$ cat src/rtl/imem_arbiter.sv
// Instruction-memory arbiter: fetch owns the single-port RAM by default, the
// program loader gets bounded write bursts, and every loader tenure ends in a flush.
module imem_arbiter #(
  parameter int AW        = 6,
  parameter int DW        = 32,
  parameter int MAX_BURST = 8
) (
  input  logic          clk,
  input  logic          reset_n,
  input  logic          FetchReq,
  input  logic [AW-1:0] FetchAddr,
  output logic          FetchGnt,
  output logic [DW-1:0] FetchData,
  input  logic          LdReq,
  input  logic          LdValid,
  input  logic [AW-1:0] LdAddr,
  input  logic [DW-1:0] LdData,
  input  logic          LdLast,
  output logic          LdReady,
  output logic          LdDone,
  output logic [AW-1:0] MemAddr,
  output logic          MemWe,
  output logic [DW-1:0] MemWdata,
  input  logic [DW-1:0] MemRdata,
  output logic          ImemHold,
  output logic          ImemFlush
);

  localparam int CW = $clog2(MAX_BURST) + 1;

  typedef enum logic [1:0] {
    FETCH  = 2'd0,
    SWITCH = 2'd1,
    LOAD   = 2'd2,
    FLUSH  = 2'd3
  } state_e;

  state_e          state_q, state_d;
  logic [CW-1:0]   cnt_q, cnt_d;
  logic            last_seen_q, last_seen_d;
  logic            cool_q, cool_d;

  // The RAM read port is combinational, so read data simply passes through.
  assign FetchData = MemRdata;

  always_comb begin
    // NOTE: every signal written here gets a default first, so no path can infer a latch.
    state_d     = state_q;
    cnt_d       = cnt_q;
    last_seen_d = last_seen_q;
    cool_d      = cool_q;
    FetchGnt    = 1'b0;
    LdReady     = 1'b0;
    LdDone      = 1'b0;
    MemAddr     = FetchAddr;
    MemWe       = 1'b0;
    MemWdata    = '0;
    ImemHold    = 1'b0;
    ImemFlush   = 1'b0;

    unique case (state_q)
      FETCH: begin
        FetchGnt = FetchReq;
        cool_d   = 1'b0;
        // Cool blocks re-arbitration for one fetch cycle after each tenure.
        if (LdReq && !cool_q) state_d = SWITCH;
      end
      SWITCH: begin
        ImemHold = 1'b1;
        state_d  = LOAD;
      end
      LOAD: begin
        ImemHold = 1'b1;
        LdReady  = 1'b1;
        MemAddr  = LdAddr;
        MemWdata = LdData;
        MemWe    = LdValid;
        if (LdValid) begin
          cnt_d = cnt_q + CW'(1);
          if (LdLast) begin
            last_seen_d = 1'b1;
            state_d     = FLUSH;
          end else if (cnt_q + CW'(1) == CW'(MAX_BURST)) begin
            state_d = FLUSH;
          end
        end else if (!LdReq) begin
          state_d = FLUSH;
        end
      end
      FLUSH: begin
        ImemHold    = 1'b1;
        ImemFlush   = 1'b1;
        LdDone      = last_seen_q;
        cnt_d       = '0;
        last_seen_d = 1'b0;
        cool_d      = 1'b1;
        state_d     = FETCH;
      end
      default: state_d = FETCH;
    endcase
  end

  // NOTE: state registers use non-blocking assignments so all flops update together at the edge.
  always_ff @(posedge clk) begin
    if (!reset_n) begin
      state_q     <= FETCH;
      cnt_q       <= '0;
      last_seen_q <= 1'b0;
      cool_q      <= 1'b0;
    end else begin
      state_q     <= state_d;
      cnt_q       <= cnt_d;
      last_seen_q <= last_seen_d;
      cool_q      <= cool_d;
    end
  end

endmodule
$ cat config.mk
export PLATFORM = sky130hd
export DESIGN_NAME = imem_arbiter
export DESIGN_NICKNAME = d
export VERILOG_FILES = /design/src/rtl/imem_arbiter.sv
export SDC_FILE = /design/constraint.sdc
export NUM_CORES = 1
export LEC_CHECK = 0
export ABC_CLOCK_PERIOD_IN_PS = 1940
export BUFFER_PORTS_ARGS = -buffer_cell sky130_fd_sc_hd__clkbuf_2
export CORE_MARGIN = 4
export CORE_UTILIZATION = 30
export DETAILED_ROUTE_END_ITERATION = 16
export PLACE_DENSITY = 0.79
export SYNTH_ARGS = -nofsm -noshare
export SYNTH_HDL_FRONTEND = slang
export SYNTH_SLANG_ARGS = --single-unit
$ cat constraint.sdc
create_clock -name clk -period 1.94 [get_ports clk]
set_input_delay 0.097 -clock clk [delete_from_list [all_inputs] [get_ports clk]]
set_output_delay 0.097 -clock clk [all_outputs]
set_load 0.005 [all_outputs]
==> reports/metrics.cfg, run 1 <==
[critical_path]
cpPeakStageDelay_ps=360
crit_chain=inv_1 > ha_1 > buf_4 > mux2_2 > clkbuf_2
cp.depth=5
setup.worst_path.start=state_q[0]$_SDFFE_PN0P_
ff2ff_path_depth=5
cp_max_fo=31
crit_path_end_kind=primary output
cp-start-kind=flip-flop
cp.required_ps=1840
worstPathArrival_ps=1670
crit_path_end=MemAddr[5]
cp_slowest_cell=mux2_2
r2r-start=state_q[0]$_SDFFE_PN0P_
critPathTopFamily=buffers and inverters
critPathBufInv=3
path_class=flip-flop to primary output
r2r-end=state_q[0]$_SDFFE_PN0P_
reg2reg_slack_ps=350

[layout]
layout_common_cells=clkbuf_2 (93), and2_1 (34), dfxtp_1 (8)
final_common_cell=clkbuf_2
areaGrowthSynthToFinish_pct=27.1
drive_gt1_share_pct=53.3
register_area_um2=160
multi_input_comb_area_um2=609
num_antenna_cells=0
fill_cells=370
fin_nets=284

[global_routing]
grt_antenna_before_repair=0
use_met2_pct=17.0
grt_pass1_wl_um=3810
grt_usage_pct=10.9
met1_usage_pct=12.3
grt_max_degree=32
gr-total-overflow=0
gr-max-usage-layer=met2
grt_pass1_vias=909
use_met3_pct=2.66

[sta]
rsz0062_at_grt=no
setup_violations=0
fmax_mhz=565
finalHoldViolations=0
finalCritPeriodShare_pct=91.3
min_period_ps=1770
worst_slew_pin_slew_ps=377
whs_ps=162
skew_ps=1.33
tns_ps=0
maxSlewViolCount=0
max_slew_margin_pct=74.6

[synth]
synth_seq_cells=8
synth_edf_count=0
synth_top_family_by_area=simple AND/OR/NAND/NOR gates
syn-instance-count=135
synth_compound_area_share_pct=8.49
syn_avg_cell_area_um2=7.86
synthSimpleGateAreaFrac_pct=32.9
yosysSeqAreaShare_pct=15.1
yosys_most_used_dff=dfxtp_1
synthMuxAreaShare_pct=10.1
async_reset_ff_share_pct=0
synth.distinct_cells=27
yosys_warnings=0
synthXorXnorAreaFrac_pct=0
synth_fa_ha_area_share_pct=5.90
syn-num-nets=222
synth.cell_area_um2=1060

[place]
gp_congestion=0.767
io_buffer_count=93
dp_hpwl_um=2250

[routing]
wl_per_cell_um=11.1
drc=0
vias=1051
drtPass1Iterations=4
wl_um=2670
ant_nets=0
viasPerCell=4.36
drt_iter0_drc=13

[power]
ir_worst_vdd_uv=181
p_leak_uw=0.000756
power_density_nw_per_um2=618

[clocking]
cts.sink_count=8
worstSkewPairLatency_ps=250
cts_root_buf=clkbuf_4
cts_resized=0
htree_levels=1
cts_setup_buffers=0
cts_tree=built
cts_buffer_depth=2
cts_hold_buf=0
clk_pin_slew_worst_paths_ps=50
cts_buffers=3

[hold_path]
hold_class=primary input to flip-flop
holdPathStages=3

[floorplan]
ios=158
die_area_um2=4550
initial_core_util_pct=31.5
die_height_um=67.5
die_w_um=67.5
fp-row-count=21
fp.coreArea_um2=3360

[run]
cap_violations=0

[run_status]
status=finished, final reports clean

-- logic make-up after synthesis --
logic type / after synthesis
and+or+nand+nor: 57
buffers and inverters: 43
AOI/OAI and AO/OA: 12
muxes: 10
DFF: 8
adders and majority gates: 5
-- how the worst min path moves through the flow --
stage          slack (ps)    startpoint                       end
2_1_floorplan         230       reset_n       cool_q$_SDFFE_PN0P_
3_3_place_gp          190  MemRdata[12]             FetchData[12]
3_5_place_dp          190  MemRdata[12]             FetchData[12]
4_1_cts               160        LdLast  last_seen_q$_SDFFE_PN0P_
5_1_grt               180       reset_n   state_q[0]$_SDFFE_PN0P_
6_report              160        LdLast  last_seen_q$_SDFFE_PN0P_
-- state kept, by name, summed over array words and instances (netlist names) --
register	count
state_q	2
cool_q	1
cnt_q	4
last_seen_q	1
-- cells in the mapped netlist, types with 3 or more instances --
| cell type | count | area [um^2] |
|---|---|---|
| dfxtp_1 | 8 | 160 |
| inv_1 | 5 | 18.8 |
| mux2_2 | 6 | 67.6 |
| and2_1 | 34 | 213 |
| mux2i_1 | 4 | 40.0 |
| clkbuf_1 | 3 | 11.3 |
| nand2_1 | 6 | 22.5 |
| and3b_1 | 3 | 26.3 |
| nor2b_1 | 4 | 25.0 |
| ha_1 | 5 | 62.6 |
| buf_4 | 32 | 240 |
| a21boi_0 | 5 | 37.5 |
-- per-stage QoR --
step / power, uW / cells / area, um^2 / utilization, % / setup slack (ps)
after floorplan: 552 / 135 / 1060 / - / 430
after global placement: 709 / 238 / 1330 / 39.4 / 397
after detailed placement: 717 / 238 / 1330 / 39.4 / 361
after CTS: 848 / 241 / 1350 / 40.1 / 162
after global routing: 916 / 241 / 1350 / 40.1 / 53.9
final: 833 / 241 / 1350 / 40.1 / 169
-- tightest hold or removal path: stages --
cell      delay [ps]
clkbuf_2         110
nand4_1           80
a21boi_0          70
-- power by group --
part	switching (uW)	internal, uW	total [uW]
Sequential	19.1	188	207
Clock	56.7	70.8	127
Combinational	234	265	499
Total	309	524	833
-- area by class of cell --
class	count	area share [%]
well taps	46	4.27
repair buffers	95	35.6
multi-input cells	84	45.2
inverters	5	1.39
flip-flops and latches	8	11.9
clock buffers	3	1.67
-- metal layers --
metal	wire length, um	part of all wire, %
met4	103	3.9
met3	313	12
met5	0	0
met1	1040	39
met2	1210	45
No activity file was read; power rests on OpenSTA's default activity.
==> inputs of run 2 (changes only) <==
ABC_AREA = 1   (was not set)
PLACE_DENSITY = 0.78   (was 0.79)
SLEW_MARGIN = 20   (was not set)
==> run 2 against run 1 <==
  * Routed wire length up 14%
  * Clock power fell by 3%
  * Setup slack better by 56 ps
  * Synthesized cell count up 40%
  * Cell count increased by 22%
  * Design area up 1.6%
  * Flip-flop and latch count stayed put
  * Utilization about the same
  * Clock skew increased by 9.0 ps
  * Fmax rose by 3.3%
  * Global-route usage increased by 0.27 points
  * Critical path type unchanged
  * Highest routed layer unchanged
==> reports/metrics.cfg, run 2 <==
[floorplan]
initial_core_util_pct=32.0  ; was 31.5%
die_area_um2=4670  ; was 4550 um^2
ios=158  ; unchanged
fp-row-count=21  ; unchanged
die_w_um=68.3  ; was 67.5 um
die_height_um=68.3  ; was 67.5 um
fp.coreArea_um2=3420  ; was 3360 um^2

[hold_path]
hold_class=primary input to flip-flop  ; unchanged

[layout]
areaGrowthSynthToFinish_pct=25.4  ; was 27.1%
num_antenna_cells=0  ; unchanged
largest_reg_flops=4  ; unchanged
top_regs=cnt_q: 4 flops, state_q: 2 flops  ; unchanged
finalInstanceArea_um2=1370  ; was 1350 um^2
final_common_cell=clkbuf_2  ; unchanged
regMostFlops=cnt_q  ; unchanged
layout_common_cells=clkbuf_2 (93), nand2_1 (62), inv_1 (43)  ; was clkbuf_2 (93), and2_1 (34), dfxtp_1 (8)
drive_gt1_share_pct=43.8  ; was 53.3%
fin_nets=338  ; was 284

[sta]
rsz0062_at_grt=no  ; unchanged
maxSlewViolCount=0  ; unchanged
finalCritPeriodShare_pct=88.4  ; was 91.3%
skew_ps=10.3  ; was 1.33 ps
fmax_mhz=583  ; was 565 MHz
min_period_ps=1710  ; was 1770 ps
finalHoldViolations=0  ; unchanged
worst_slew_pin_slew_ps=334  ; was 377 ps
setup_violations=0  ; unchanged
max_slew_margin_pct=77.8  ; was 74.6%
tns_ps=0  ; unchanged

[global_routing]
grt_antenna_before_repair=0  ; unchanged
grt_pass1_wl_um=4110  ; was 3810 um
grt_usage_pct=11.1  ; was 10.9%
grt_max_degree=40  ; was 32
grt_pass1_vias=1040  ; was 909
gr-total-overflow=0  ; unchanged

[routing]
routed-wl-met3_um=360  ; was 313 um
vias=1220  ; was 1,051
m1WireLength_um=1060  ; was 1040 um
topRoutingLayerUsed=met4  ; unchanged
wl_um=3030  ; was 2670 um
drt_iter0_drc=32  ; was 13
ant_nets=0  ; unchanged
drtPass1Iterations=4  ; unchanged
drc=0  ; unchanged
viasPerCell=4.14  ; was 4.36
wl_per_cell_um=10.3  ; was 11.1 um
route.met2.wl_um=1580  ; was 1210 um

[critical_path]
path_class=flip-flop to primary output  ; unchanged
cp.required_ps=1840  ; about the same
setup.worst_path.start=state_q[0]$_SDFFE_PN0P_  ; unchanged
worstPathArrival_ps=1620  ; was 1670 ps
reg2reg_slack_ps=540  ; was 350 ps
critPathTopFamily=buffers and inverters  ; unchanged
r2r-start=state_q[0]$_SDFFE_PN0P_  ; unchanged
cp.depth=6  ; was 5
ff2ff_path_depth=7  ; was 5
crit_chain=inv_1 > ha_1 > buf_6 > nand2_1 > inv_1 > clkbuf_2  ; was inv_1 > ha_1 > buf_4 > mux2_2 > clkbuf_2
cp_max_fo=39  ; was 31
crit_path_frequent_cell=inv_1
cpPeakStageDelay_ps=370  ; was 360 ps
crit_path_end=MemWdata[21]  ; was MemAddr[5]
crit_path_end_kind=primary output  ; unchanged
r2r-end=state_q[0]$_SDFFE_PN0P_  ; unchanged
cp_slowest_cell=ha_1  ; was mux2_2
cp-start-kind=flip-flop  ; unchanged
critPathBufInv=4  ; was 3

[run_status]
status=finished, final reports clean  ; unchanged

[synth]
yosysSeqAreaShare_pct=14.7  ; was 15.1%
synth.cell_area_um2=1090  ; was 1060 um^2
synth_area_leader_cell=buf_4  ; unchanged
syn_avg_cell_area_um2=5.78  ; was 7.86 um^2
yosys_warnings=0  ; unchanged
synth_area_leaders=buf_4 (24%), nand2_1 (21%), inv_1 (15%)  ; was buf_4 (23%), and2_1 (20%), dfxtp_1 (15%)
synth_commonest_cells=nand2_1 (62), inv_1 (43), buf_4 (35)  ; was and2_1 (34), buf_4 (32), dfxtp_1 (8)
synth_edf_count=0  ; unchanged
syn-num-nets=276  ; was 222
yosysMostFrequentCell=nand2_1  ; was and2_1
yosys_most_used_dff=dfxtp_1  ; unchanged
syn-instance-count=189  ; was 135
async_reset_ff_share_pct=0  ; unchanged
netlist.area_leader.share_pct=24.1  ; was 22.6%
synth.distinct_cells=19  ; was 27
synth_seq_cells=8  ; unchanged

[clocking]
cts_tree=built  ; unchanged
cts_buffers=3  ; unchanged
cts_setup_buffers=0  ; unchanged
cts_hold_buf=0  ; unchanged
cts_resized=0  ; unchanged
cts.sink_count=8  ; unchanged
worstSkewPairLatency_ps=250  ; about the same
cts_buffer_depth=2  ; unchanged
clk_pin_slew_worst_paths_ps=50  ; about the same
htree_levels=1  ; unchanged
cts_root_buf=clkbuf_4  ; unchanged

[power]
power_density_nw_per_um2=798  ; was 618 nW/um^2
p_leak_uw=0.00106  ; was 0.000756 uW
ir_worst_vdd_uv=497  ; was 181 uV

[place]
dp_hpwl_um=2710  ; was 2250 um
io_buffer_count=93  ; unchanged
postPlaceCellArea_um2=1340  ; was 1330 um^2
gp_congestion=0.769  ; was 0.767

[run]
cap_violations=0  ; unchanged

==> run 2: stage by stage <==
stage | total power [uW] | utilization (%) | cells | setup WS [ps] | hold slack (ps)
finish | 1090 | 40.1 | 295 | 226 | 131
global route | 1240 | 40.1 | 295 | 85.4 | 142
CTS | 1120 | 40.0 | 295 | 90.0 | 116
detailed placement | 984 | 39.3 | 292 | 366 | 194
global placement | 972 | 39.3 | 292 | 433 | 194
floorplan | 747 | - | 189 | 670 | 218
==> run 2: report_power, final <==
part           internal [uW]  leakage, uW  switching, uW
Sequential               195    0.0000653           24.5
Clock                   70.5    0.0000138           52.8
Combinational            317     0.000978            433
==> run 2: worst min-delay path by stage <==
stage                              endpoint  slack, ps   startpoint  cells past startpoint
global route          cnt_q[0]$_SDFFE_PN0P_        140      reset_n                      3
CTS                 state_q[1]$_SDFFE_PN0P_        120      reset_n                      3
floorplan           state_q[1]$_SDFFE_PN0P_        220      reset_n                      2
finish              state_q[1]$_SDFFE_PN0P_        130      reset_n                      3
global placement               FetchData[1]        190  MemRdata[1]                      0
detailed placement             FetchData[1]        190  MemRdata[1]                      0
==> run 2: logic make-up (layout without fill, tap and decap cells) <==
family / Yosys count / after routing / share of synthesized area, %
and+or+nand+nor: 76 / 76 / 29.9
AOI/OAI and AO/OA: 16 / 16 / 8.02
buffers and inverters: 84 / 144 / 41.7
adders and majority gates: 5 / 5 / 5.73
DFF: 8 / 8 / 14.7
==> run 2: layout make-up <==
| cell class | count | area [um^2] |
|---|---|---|
| clock buffers | 3 | 22.5 |
| fillers | 397 | 2050 |
| inverters | 47 | 176 |
| multi-input cells | 97 | 477 |
| flip-flops and latches | 8 | 160 |
| well taps | 46 | 57.6 |
| repair buffers | 94 | 477 |
==> run 2: layer usage <==
layer | track usage, % | vias to the layer above
li1 | - | 634
met1 | 9.98 | 516
met2 | 23.1 | 66
met3 | 3.78 | 4
met4 | 2.73 | 0
met5 | 0 | -
==> run 2: tightest hold or removal path, cell delays in order <==
cell,delay (ps)
clkbuf_2,120
nand2_1,80
nor2_1,30
